<file path="src/rtl/alu_pkg.sv">
// Shared definitions for the alu_seq execute-stage ALU: opcodes, FSM states and
// the multiplier latency helper.
package alu_pkg;

  localparam logic [3:0] ALU_ADD    = 4'b0000;
  localparam logic [3:0] ALU_SUB    = 4'b0001;
  localparam logic [3:0] ALU_XOR    = 4'b0010;
  localparam logic [3:0] ALU_PASS_B = 4'b0011;
  localparam logic [3:0] ALU_AND    = 4'b0100;
  localparam logic [3:0] ALU_OR     = 4'b0101;
  localparam logic [3:0] ALU_SLL    = 4'b0110;
  localparam logic [3:0] ALU_SRL    = 4'b0111;
  localparam logic [3:0] ALU_SRA    = 4'b1000;
  localparam logic [3:0] ALU_SLT    = 4'b1001;
  localparam logic [3:0] ALU_SLTU   = 4'b1010;
  localparam logic [3:0] ALU_MUL    = 4'b1011;
  localparam logic [3:0] ALU_MULHU  = 4'b1100;

  typedef enum logic {
    ST_IDLE = 1'b0,
    ST_BUSY = 1'b1
  } alu_state_e;

  // Edges from accept to result load for a multiply, counting the accept edge.
  function automatic int mul_latency(input int xlen, input int mul_step);
    return xlen / mul_step + 1;
  endfunction

endpackage

</file>
<file path="src/rtl/alu_mul_iter.sv">
// Iterative shift-add multiplier retiring MUL_STEP multiplier bits per cycle.
// Only built when ALU_MUL_EN is defined; alu_seq owns handshake and output register.
`ifdef ALU_MUL_EN
module alu_mul_iter
  import alu_pkg::*;
#(
  parameter int XLEN     = 32,
  parameter int MUL_STEP = 1
) (
  input  logic              clk,
  input  logic              rst_n,
  input  logic              start,
  input  logic [XLEN-1:0]   a,
  input  logic [XLEN-1:0]   b,
  output logic              busy,
  output logic              done,
  output logic [2*XLEN-1:0] prod
);

  localparam int STEPS = XLEN / MUL_STEP;
  localparam int CW    = (STEPS > 1) ? $clog2(STEPS) : 1;
  localparam int LAST  = mul_latency(XLEN, MUL_STEP) - 2;

  logic [2*XLEN-1:0] acc_q, acc_d;
  logic [2*XLEN-1:0] mcand_q;
  logic [XLEN-1:0]   mplier_q;
  logic [CW-1:0]     cnt_q;
  logic              busy_q;

  always_comb begin
    acc_d = acc_q;
    for (int i = 0; i < MUL_STEP; i++) begin
      if (mplier_q[i]) acc_d = acc_d + (mcand_q << i);
    end
  end

  // The final partial sum is presented combinationally so the result loads on the last step edge.
  assign done = busy_q && (cnt_q == CW'(LAST));
  assign prod = acc_d;
  assign busy = busy_q;

  always_ff @(posedge clk or negedge rst_n) begin
    if (!rst_n) begin
      acc_q    <= '0;
      mcand_q  <= '0;
      mplier_q <= '0;
      cnt_q    <= '0;
      busy_q   <= 1'b0;
    end else if (start) begin
      acc_q    <= '0;
      mcand_q  <= {{XLEN{1'b0}}, a};
      mplier_q <= b;
      cnt_q    <= '0;
      busy_q   <= 1'b1;
    end else if (busy_q) begin
      acc_q    <= acc_d;
      mcand_q  <= mcand_q << MUL_STEP;
      mplier_q <= mplier_q >> MUL_STEP;
      if (done) begin
        cnt_q  <= '0;
        busy_q <= 1'b0;
      end else begin
        cnt_q  <= cnt_q + 1'b1;
      end
    end
  end

endmodule
`endif

</file>
<file path="src/rtl/alu_seq.sv">
// Registered execute-stage ALU with valid/ready on both sides and a one-entry output register.
// ALU_MUL_EN enables MUL/MULHU via alu_mul_iter; otherwise those opcodes report illegal.
//
// state   | meaning
// ST_IDLE | ready for a new op (if the output register is free or draining)
// ST_BUSY | multiply in progress, in_ready held low
module alu_seq
  import alu_pkg::*;
#(
  parameter int XLEN     = 32,
  parameter int MUL_STEP = 1
) (
  input  logic            clk,
  input  logic            rst_n,
  input  logic            in_valid,
  output logic            in_ready,
  input  logic [XLEN-1:0] a,
  input  logic [XLEN-1:0] b,
  input  logic [3:0]      alu_control,
  output logic            out_valid,
  input  logic            out_ready,
  output logic [XLEN-1:0] result,
  output logic            carry,
  output logic            zero,
  output logic            illegal
);

  localparam int SH_W = $clog2(XLEN);

  if (XLEN < 8 || (XLEN & (XLEN - 1)) != 0) begin : g_bad_xlen
    $error("alu_seq: XLEN must be a power of two >= 8");
  end
  if (!(MUL_STEP == 1 || MUL_STEP == 2 || MUL_STEP == 4) || (XLEN % MUL_STEP) != 0) begin : g_bad_step
    $error("alu_seq: MUL_STEP must be 1, 2 or 4 and divide XLEN");
  end

  alu_state_e        state_q, state_d;
  logic              accept, is_mul_op, mul_start, mul_done, mul_busy, load;
  logic              op_hi_q;
  logic [2*XLEN-1:0] mul_prod;
  logic [XLEN-1:0]   alu_res, load_res;
  logic              alu_carry, alu_illegal, load_carry, load_illegal;
  logic [SH_W-1:0]   shamt;

`ifdef ALU_MUL_EN
  assign is_mul_op = (alu_control == ALU_MUL) || (alu_control == ALU_MULHU);

  alu_mul_iter #(
    .XLEN     (XLEN),
    .MUL_STEP (MUL_STEP)
  ) u_mul (
    .clk   (clk),
    .rst_n (rst_n),
    .start (mul_start),
    .a     (a),
    .b     (b),
    .busy  (mul_busy),
    .done  (mul_done),
    .prod  (mul_prod)
  );
`else
  assign is_mul_op = 1'b0;
  assign mul_busy  = 1'b0;
  assign mul_done  = 1'b0;
  assign mul_prod  = '0;
`endif

  assign in_ready  = (state_q == ST_IDLE) && !mul_busy && (!out_valid || out_ready);
  assign accept    = in_valid && in_ready;
  assign mul_start = accept && is_mul_op;
  assign load      = (accept && !is_mul_op) || mul_done;
  assign shamt     = b[SH_W-1:0];

  always_comb begin
    alu_res     = '0;
    alu_carry   = 1'b0;
    alu_illegal = 1'b0;
    case (alu_control)
      ALU_ADD:    {alu_carry, alu_res} = {1'b0, a} + {1'b0, b};
      ALU_SUB:    {alu_carry, alu_res} = {1'b0, a} + {1'b0, ~b} + (XLEN+1)'(1);
      ALU_XOR:    alu_res = a ^ b;
      ALU_PASS_B: alu_res = b;
      ALU_AND:    alu_res = a & b;
      ALU_OR:     alu_res = a | b;
      ALU_SLL:    alu_res = a << shamt;
      ALU_SRL:    alu_res = a >> shamt;
      ALU_SRA:    alu_res = $unsigned($signed(a) >>> shamt);
      ALU_SLT:    alu_res = {{(XLEN-1){1'b0}}, $signed(a) < $signed(b)};
      ALU_SLTU:   alu_res = {{(XLEN-1){1'b0}}, a < b};
      // MUL/MULHU land here too; with the multiplier built they never load from this path.
      default:    alu_illegal = 1'b1;
    endcase
  end

  always_comb begin
    load_res     = alu_res;
    load_carry   = alu_carry;
    load_illegal = alu_illegal;
    if (mul_done) begin
      load_res     = op_hi_q ? mul_prod[2*XLEN-1:XLEN] : mul_prod[XLEN-1:0];
      load_carry   = 1'b0;
      load_illegal = 1'b0;
    end
  end

  always_comb begin
    state_d = state_q;
    case (state_q)
      ST_IDLE: if (mul_start) state_d = ST_BUSY;
      ST_BUSY: if (mul_done)  state_d = ST_IDLE;
      default: state_d = ST_IDLE;
    endcase
  end

  always_ff @(posedge clk or negedge rst_n) begin
    if (!rst_n) begin
      state_q <= ST_IDLE;
      op_hi_q <= 1'b0;
    end else begin
      state_q <= state_d;
      if (mul_start) op_hi_q <= (alu_control == ALU_MULHU);
    end
  end

  always_ff @(posedge clk or negedge rst_n) begin
    if (!rst_n) begin
      out_valid <= 1'b0;
      result    <= '0;
      carry     <= 1'b0;
      zero      <= 1'b0;
      illegal   <= 1'b0;
    end else if (load) begin
      out_valid <= 1'b1;
      result    <= load_res;
      carry     <= load_carry;
      zero      <= (load_res == '0);
      illegal   <= load_illegal;
    end else if (out_ready) begin
      out_valid <= 1'b0;
    end
  end

endmodule

</file>
<file path="config.mk">
export PLATFORM = sky130hd
export DESIGN_NAME = alu_seq
export DESIGN_NICKNAME = d
export VERILOG_FILES = /design/src/rtl/alu_pkg.sv /design/src/rtl/alu_mul_iter.sv /design/src/rtl/alu_seq.sv
export SDC_FILE = /design/constraint.sdc
export NUM_CORES = 1
export LEC_CHECK = 0
export BUFFER_PORTS_ARGS = -buffer_cell sky130_fd_sc_hd__buf_4
export CAP_MARGIN = 0
export CORE_AREA = 2 2 168 170
export DETAILED_ROUTE_END_ITERATION = 8
export DIE_AREA = 0 0 170 172
export HOLD_SLACK_MARGIN = 0.06
export PLACE_DENSITY = 0.64
export SLEW_MARGIN = 30
export SYNTH_ARGS = -nofsm -noshare
export SYNTH_HDL_FRONTEND = slang
export SYNTH_SLANG_ARGS = --single-unit
</file>
<file path="constraint.sdc">
create_clock -name clk -period 5.9 [get_ports clk]
set_clock_uncertainty 0.15 [all_clocks]
set_input_delay 1.18 -clock clk [delete_from_list [all_inputs] [get_ports clk]]
set_output_delay 1.18 -clock clk [all_outputs]
set_load 0.01 [all_outputs]
</file>
==> results of run 1 <==
-- Yosys cell counts, types with 9 or more instances --
| library cell | number | area (um2) |
|---|---|---|
| nor2_1 | 135 | 507 |
| o221ai_1 | 12 | 105 |
| nor2b_1 | 20 | 125 |
| a21o_1 | 18 | 135 |
| o21a_1 | 12 | 90.1 |
| a221oi_1 | 17 | 149 |
| buf_4 | 9 | 67.6 |
| buf_2 | 39 | 195 |
| o22ai_1 | 19 | 119 |
| a311oi_1 | 10 | 87.6 |
| a31oi_1 | 24 | 150 |
| nor4_1 | 17 | 106 |
| mux2i_1 | 58 | 581 |
| dfrtp_1 | 36 | 901 |
| or3_1 | 11 | 68.8 |
| and2_1 | 10 | 62.6 |
| o2111ai_1 | 12 | 105 |
| o211ai_1 | 38 | 285 |
| a211oi_1 | 25 | 188 |
| a22oi_1 | 14 | 105 |
| nand4_1 | 15 | 93.8 |
| o31ai_1 | 15 | 113 |
| a2111oi_0 | 12 | 105 |
| nand2b_1 | 19 | 119 |
| inv_1 | 99 | 372 |
| nand3_1 | 21 | 105 |
| buf_1 | 14 | 52.6 |
| a21oi_1 | 121 | 606 |
| o21ai_0 | 83 | 415 |
| a32oi_1 | 9 | 78.8 |
| a211o_1 | 12 | 105 |
| a221o_1 | 10 | 100 |
| clkbuf_1 | 89 | 334 |
| nor3_1 | 37 | 185 |
| mux4_2 | 73 | 1640 |
| ha_1 | 101 | 1260 |
| a2bb2oi_1 | 10 | 87.6 |
| mux2_2 | 23 | 259 |
| nand2_1 | 178 | 668 |
-- power breakdown --
| part | switching (uW) | internal, uW | leakage (uW) | total [uW] |
|---|---|---|---|---|
| Clock | 89.3 | 168 | 0.0000712 | 257 |
| Sequential | 23.2 | 293 | 0.000448 | 316 |
| Combinational | 824 | 488 | 0.00504 | 1310 |
-- cells in the final DEF, fill, tap and decap left out, types with 9 or more instances in the layout --
master / Yosys / final
a2111oi_0: 12 / 12
a211o_1: 12 / 12
a211oi_1: 25 / 25
a21o_1: 18 / 18
a21oi_1: 121 / 121
a221o_1: 10 / 10
a221oi_1: 17 / 17
a22oi_1: 14 / 14
a2bb2oi_1: 10 / 10
a311oi_1: 10 / 10
a31oi_1: 24 / 24
a32oi_1: 9 / 9
and2_1: 10 / 10
buf_4: 9 / 158
dfrtp_1: 36 / 36
ha_1: 101 / 101
inv_1: 99 / 99
mux2_2: 23 / 23
mux2i_1: 58 / 58
mux4_2: 73 / 73
nand2_1: 178 / 178
nand2b_1: 19 / 19
nand3_1: 21 / 21
nand4_1: 15 / 15
nor2_1: 135 / 135
nor2b_1: 20 / 20
nor3_1: 37 / 35
nor4_1: 17 / 16
o2111ai_1: 12 / 12
o211ai_1: 38 / 38
o21a_1: 12 / 12
o21ai_0: 83 / 83
o221ai_1: 12 / 12
o22ai_1: 19 / 19
o31ai_1: 15 / 15
or3_1: 11 / 11
-- sequential cells by signal, summed over array words and instances, names as in the netlist --
signal and count:
carry 1, illegal 1, out_valid 1, result 32, zero 1
-- worst register-to-register path, delay by kind of cell (launching register included) --
family | cells | cell delay [ps]
flip-flops | 1 | 370
AND/OR/NAND/NOR | 7 | 1440
AO/OA/AOI/OAI | 4 | 910
buffers and inverters | 1 | 270
-- stage by stage --
| stage | utilization | setup slack [ps] | instances |
|---|---|---|---|
| after floorplan | - | 582 | 1624 |
| after global placement | 0.481 | 529 | 1977 |
| after detailed placement | 0.481 | 605 | 1977 |
| after CTS | 0.486 | 890 | 1985 |
| after global routing | 0.487 | 599 | 1985 |
| final | 0.487 | 768 | 1985 |
-- worst min path at each step --
stage / end / from / depth (start not counted)
after global routing: result[10] / result[10] / 2
after global placement: result[15] / result[15] / 2
after detailed placement: result[20] / result[20] / 2
final: result[7] / result[7] / 2
after CTS: result[15] / result[15] / 2
after floorplan: result[5] / result[5] / 2
-- metal layers --
metal / GRT usage / vias to the layer above / wire length (um)
met2: 0.650 / 1077 / 26800
met1: 0.569 / 7027 / 24900
met5: 0 / - / 13
met4: 0.160 / 2 / 3050
li1: - / 6234 / -
met3: 0.0488 / 166 / 6440
-- layout make-up --
cell class,instances,area [um2]
fillers,2867,14100
multi-input cells,1334,10300
repair buffers,161,1250
flip-flops and latches,36,901
well taps,346,433
inverters,100,375
clock buffers,8,146
-- logic make-up after synthesis --
| group | count (synthesis) | share of synthesized area |
|---|---|---|
| AO/OA/AOI/OAI | 549 | 0.317 |
| multiplexers | 154 | 0.204 |
| adder cells (fa/ha/maj) | 103 | 0.107 |
| XOR/XNOR | 7 | 0.00504 |
| AND/OR/NAND/NOR | 521 | 0.205 |
| buffers and inverters | 254 | 0.0870 |
| flip-flops | 36 | 0.0741 |
==> summary.txt, run 1 <==
Finish
  – Layout cells sized above 1: 0.181
  – # diodes: 0
  – Final #Nets: ~1,800
  – Area growth from synthesis to layout: 9.89%
  – Post-route cell area: ~0.013 mm2

Setup path
  – Setup crit end: zero
  – Reg2reg end: zero
  – Reg2Reg Depth: 12
  – Worst EP required: 5960 ps
  – Max stage delay cell, worst path: nor4_1
  – Crit path depth: 16
  – Crit path buf inv count: 3
  – Crit. End Element: register
  – Worst r2r src: out_valid
  – CP delay by family, top: simple AND/OR/NAND/NOR gates
  – Worst Path Max Fanout: 7
  – Worst Path Arrival: 5190 ps
  – Crit-path max cell delay: 700 ps
  – Crit Path Class: in -> reg
  – Worst-path cell chain: buf_4 > inv_1 > ha_1 > inv_1 > fa_1 > nor2b_1 > o311ai_1 > a2bb2oi_1 > a21oi_1 > a21oi_1 > nor4_1 > and4b_1 > nand3_1 > nor4_1 > nand4_1 > o21ai_1
  – Crit. Startpoint: a[0]
  – R2r setup slk: about 2700 ps
  – CP Launch Type: input pin

Global route
  – GRT Util Overall: 0.409
  – Global route total overflow: 0
  – Vias in the first global route: 13,100
  – First-pass GRT wire length: 89,100 um
  – Initial antenna violation count: 1
  – Largest net degree at the start of global routing: 78

CTS
  – Post-CTS Hold Fix Bufs: 0
  – Clk buf depth: 2
  – Num CTS Buffers: 5
  – CTS tree: built
  – Clk slew on worst S/H paths: 50 ps
  – Root Driver: clkbuf_16
  – Clock Latency Late Sink: around 280 ps
  – H-tree levels: 2
  – Post-CTS sizing: 0
  – CTS sink cnt: 36
  – Post-CTS setup buffers: 0

Logic synthesis
  – Seq cells post-synth: 36
  – Number of synthesized flops with an enable pin: 0
  – Avg Inst Size Synth: around 7.5 um2
  – Synth unique cells: 88
  – Mapped Area: roughly 0.012 mm2
  – Fraction of registers with async set/reset: 1.00
  – Synth Flop Type: dfrtp_1
  – Seq/Total Area, Yosys: 0.0741
  – Synth warnings: 0
  – Syn Inst Count: roughly 1,600
  – Synthesized net count: between 1,500 and 2,000

Floorplanning
  – Die height: around 170 um
  – Core Rows: a little over 60
  – Initial Util: 0.443
  – Die Area: about 0.03 mm2
  – Core box area: about 0.027 mm2
  – # IOs: 109
  – Width of the die: between 150 and 200 um

STA
  – Setup TNS Final: 0 ps
  – F_max: between 0.15 and 0.2 GHz
  – Setup-failing EPs final: 0
  – Hold Violations, Final: 0
  – Worst rel slew slack: 0.296
  – Slew Limit Fails: 0
  – Minimum clock period: approximately 5000 ps
  – RSZ-0062 raised after global routing: false
  – Hold_ws: approximately 330 ps
  – Worst slew pin tran: between 1000 and 1500 ps
  – Crit share post-route: 0.870

Drt
  – Drt total wl: roughly 61,000 um
  – Post-detailed-route count of antenna-violating nets: 0
  – Via density: 7.31
  – Drt drc: 0
  – DRT iter0 DRCs: 2,048
  – Drt first pass iters: 6
  – Post-detailed-route wirelength per cell: 30.8 um
  – Vias: around 15,000

Flow run
  – Max Cap Viol: 0

Placed design
  – Hpwl dp: ~48,000 um
  – Routability cong.: roughly 1.0
  – Placed cell area: ~0.013 mm2
  – Port bufs: about 110

Power and ir drop
  – Max VDD drop: between 0.09 and 0.1 mV
  – Total power: 1880 uW
  – Power Density: roughly 140 mW/mm2
  – Leakage power: approximately 0.0056 uW

Outcome
  – Outcome: finished, final reports clean

Min path
  – Worst min path class: reg -> reg
Power figures use the tool's default switching activity.
==> run 2: changes to the inputs <==
Settings changed: MAX_ROUTING_LAYER set to met4.
==> run 2 against run 1 <==
- hold slack got worse by 1.8 ps
- maximum frequency decreased by 2.9%
- critical path type unchanged
- global-route usage increased by 2.5 points
- sequential power about the same
- setup slack got worse by 150 ps
- wire length increased by 2.0%
- via count increased by 0.78%
- largest cell class unchanged
- cell area increased by 0.78%
==> summary.txt, run 2 (same netlist as run 1, synthesis figures left out) <==
Setup path
  – Crit-path max cell delay: 600 ps (-100 ps)
  – Worst Path Max Fanout: 7 (unchanged)
  – Worst EP required: 5960 ps (about the same)
  – R2r setup slk: 2720 ps (+20 ps)
  – Crit path buf inv count: 3 (unchanged)
  – CP delay by family, top: compound AO/OA/AOI/OAI gates
  – Max stage delay cell, worst path: o311ai_1
  – Crit Path Class: in -> reg
  – Worst Path Arrival: 5350 ps (+160 ps)
  – Crit. End Element: register
  – Cell mode on critical path: inv_1
  – Worst-path cell chain: buf_4 > inv_1 > ha_1 > inv_1 > fa_1 > nor2b_1 > o311ai_1 > a2bb2oi_1 > a211o_1 > nand3_1 > o211ai_1 > o31a_1 > or4_1 > nor4_1 > nand4_1 > o21ai_1
  – CP Launch Type: input pin

Finish
  – Layout cells sized above 1: 0.187 (+0.00618)
  – Largest reg by FF count: result
  – Finished Layout Cells: 1,997 (+0.60%)
  – Max reg flops: 32 (unchanged)
  – Final #Nets: 1,824 (+0.61%)
  – Fill count: 2,828 (-1.4%)
  – Area growth from synthesis to layout: 10.7%
  – Most frequent cells in the layout: nand2_1, buf_4, nor2_1, a21oi_1, ha_1
  – Most common cell after layout, fill and taps aside: nand2_1

STA
  – Crit share post-route: 0.896 (+0.0262)
  – Worst slew pin tran: 1090 ps (+41.4 ps)
  – Slew Limit Fails: 0 (unchanged)
  – Hold Violations, Final: 0 (unchanged)
  – Minimum clock period: 5290 ps (+154 ps)
  – RSZ-0062 raised after global routing: false
  – Setup TNS Final: 0 ps (unchanged)
  – Worst rel slew slack: 0.269 (-0.0277)
  – Setup-failing EPs final: 0 (unchanged)
  – F_max: 0.189 GHz (-2.9%)

Placed design
  – Port bufs: 108 (unchanged)
  – Routability cong.: 1.06 (+1.6%)
  – Hpwl dp: 48,600 um (+1.8%)
  – Placed Instances: 1,987 (+0.51%)

Drt
  – DRT iter0 DRCs: 2,239 (+9.3%)
  – Via density: 7.32 (+0.17%)
  – Drt drc: 0 (unchanged)
  – Post-detailed-route wirelength per cell: 31.2 um (+1.4%)
  – Drt total wl: 62,400 um (+2.0%)
  – Vias: 14,600 (+0.78%)
  – Post-detailed-route count of antenna-violating nets: 0 (unchanged)
  – Drt first pass iters: 5 (-1)

CTS
  – Post-CTS sizing: 0 (unchanged)
  – Clk buf depth: 2 (unchanged)
  – Post-CTS Hold Fix Bufs: 0 (unchanged)
  – Clock Latency Late Sink: 280 ps (about the same)
  – Post-CTS setup buffers: 0 (unchanged)
  – CTS tree: built
  – Num CTS Buffers: 5 (unchanged)
  – H-tree levels: 2 (unchanged)
  – Root Driver: clkbuf_16
  – Clk slew on worst S/H paths: 50 ps (about the same)
  – CTS sink cnt: 36 (unchanged)

Min path
  – Worst min path class: reg -> reg

Power and ir drop
  – Power Density: 142 mW/mm2 (+0.98%)
  – Leakage power: 0.00562 uW (+1.1%)
  – Max VDD drop: 0.0886 mV (-6.5%)

Floorplanning
  – Width of the die: 170 um (unchanged)
  – Die Area: 0.0292 mm2 (unchanged)
  – Initial Util: 0.443 (unchanged)
  – # IOs: 109 (unchanged)
  – Core Rows: 61 (unchanged)
  – Die height: 172 um (unchanged)
  – Core box area: 0.0275 mm2 (unchanged)

Global route
  – GRT Util Overall: 0.434 (+0.0246)
  – First-pass GRT wire length: 91,700 um (+2.9%)
  – Largest net degree at the start of global routing: 78 (unchanged)
  – Initial antenna violation count: 2 (+1)
  – Vias in the first global route: 13,500 (+2.7%)
  – Global route total overflow: 0 (unchanged)

Flow run
  – Max Cap Viol: 0 (unchanged)

Outcome
  – Outcome: finished, final reports clean
[run 2: changes by cell type in the layout (fill, tap and decap cells not counted)]
cell      previous run  this run
clkbuf_8             1         2
buf_12               3         4
diode_2              0         2
buf_2                0         1
clkbuf_1             2         0
buf_4              158       167
[run 2: power breakdown]
part / internal (uW) / switching [uW] / leakage (uW) / total [uW]
registers: 292 / 22.6 / 0.000448 / 315
logic: 496 / 833 / 0.00509 / 1330
clock network: 177 / 96.7 / 0.0000760 / 274
[run 2: final cells by class]
type	instances	area (um2)	share of cell area
diodes	2	5.00	0.000371
clock buffers	7	153	0.0113
inverters	100	375	0.0279
multi-input cells	1334	10300	0.762
flip-flops and latches	36	901	0.0669
well taps	346	433	0.0321
repair buffers	172	1340	0.0994
[run 2: path summary, 6_finish.rpt]
check / end / from / cells after the start
max reg2reg: zero / out_valid / 12
max in group asynchronous: result[29] / rst_n / 1
min in group asynchronous: result[1] / rst_n / 1
max: zero / a[0] / 16
min: result[5] / result[5] / 2
min reg2reg: result[5] / result[5] / 2
[run 2: routing by layer]
layer,share of wire,vias to the layer above,GRT usage
li1,-,6251,-
met1,0.40,7169,0.583
met2,0.44,1067,0.668
met3,0.11,132,0.0506
met4,0.046,0,0.174
met5,0,-,-
[run 2: tightest hold or removal path, delay by kind of cell (launching register included)]
family / cells / cell delay, ps
flops: 1 / 340
simple gates: 2 / 100
[run 2: through the flow]
stage                     total power (uW)  setup slack [ps]  cell area [um2]  utilization  hold slack [ps]
after global routing                  2020               404            13500        0.490              352
after global placement                1600               510            13300        0.484              311
after floorplan                       1110               582            12200            -              364
final                                 1920               613            13500        0.490              323
after CTS                             1880               761            13500        0.490              329
after detailed placement              1600               479            13300        0.484              317
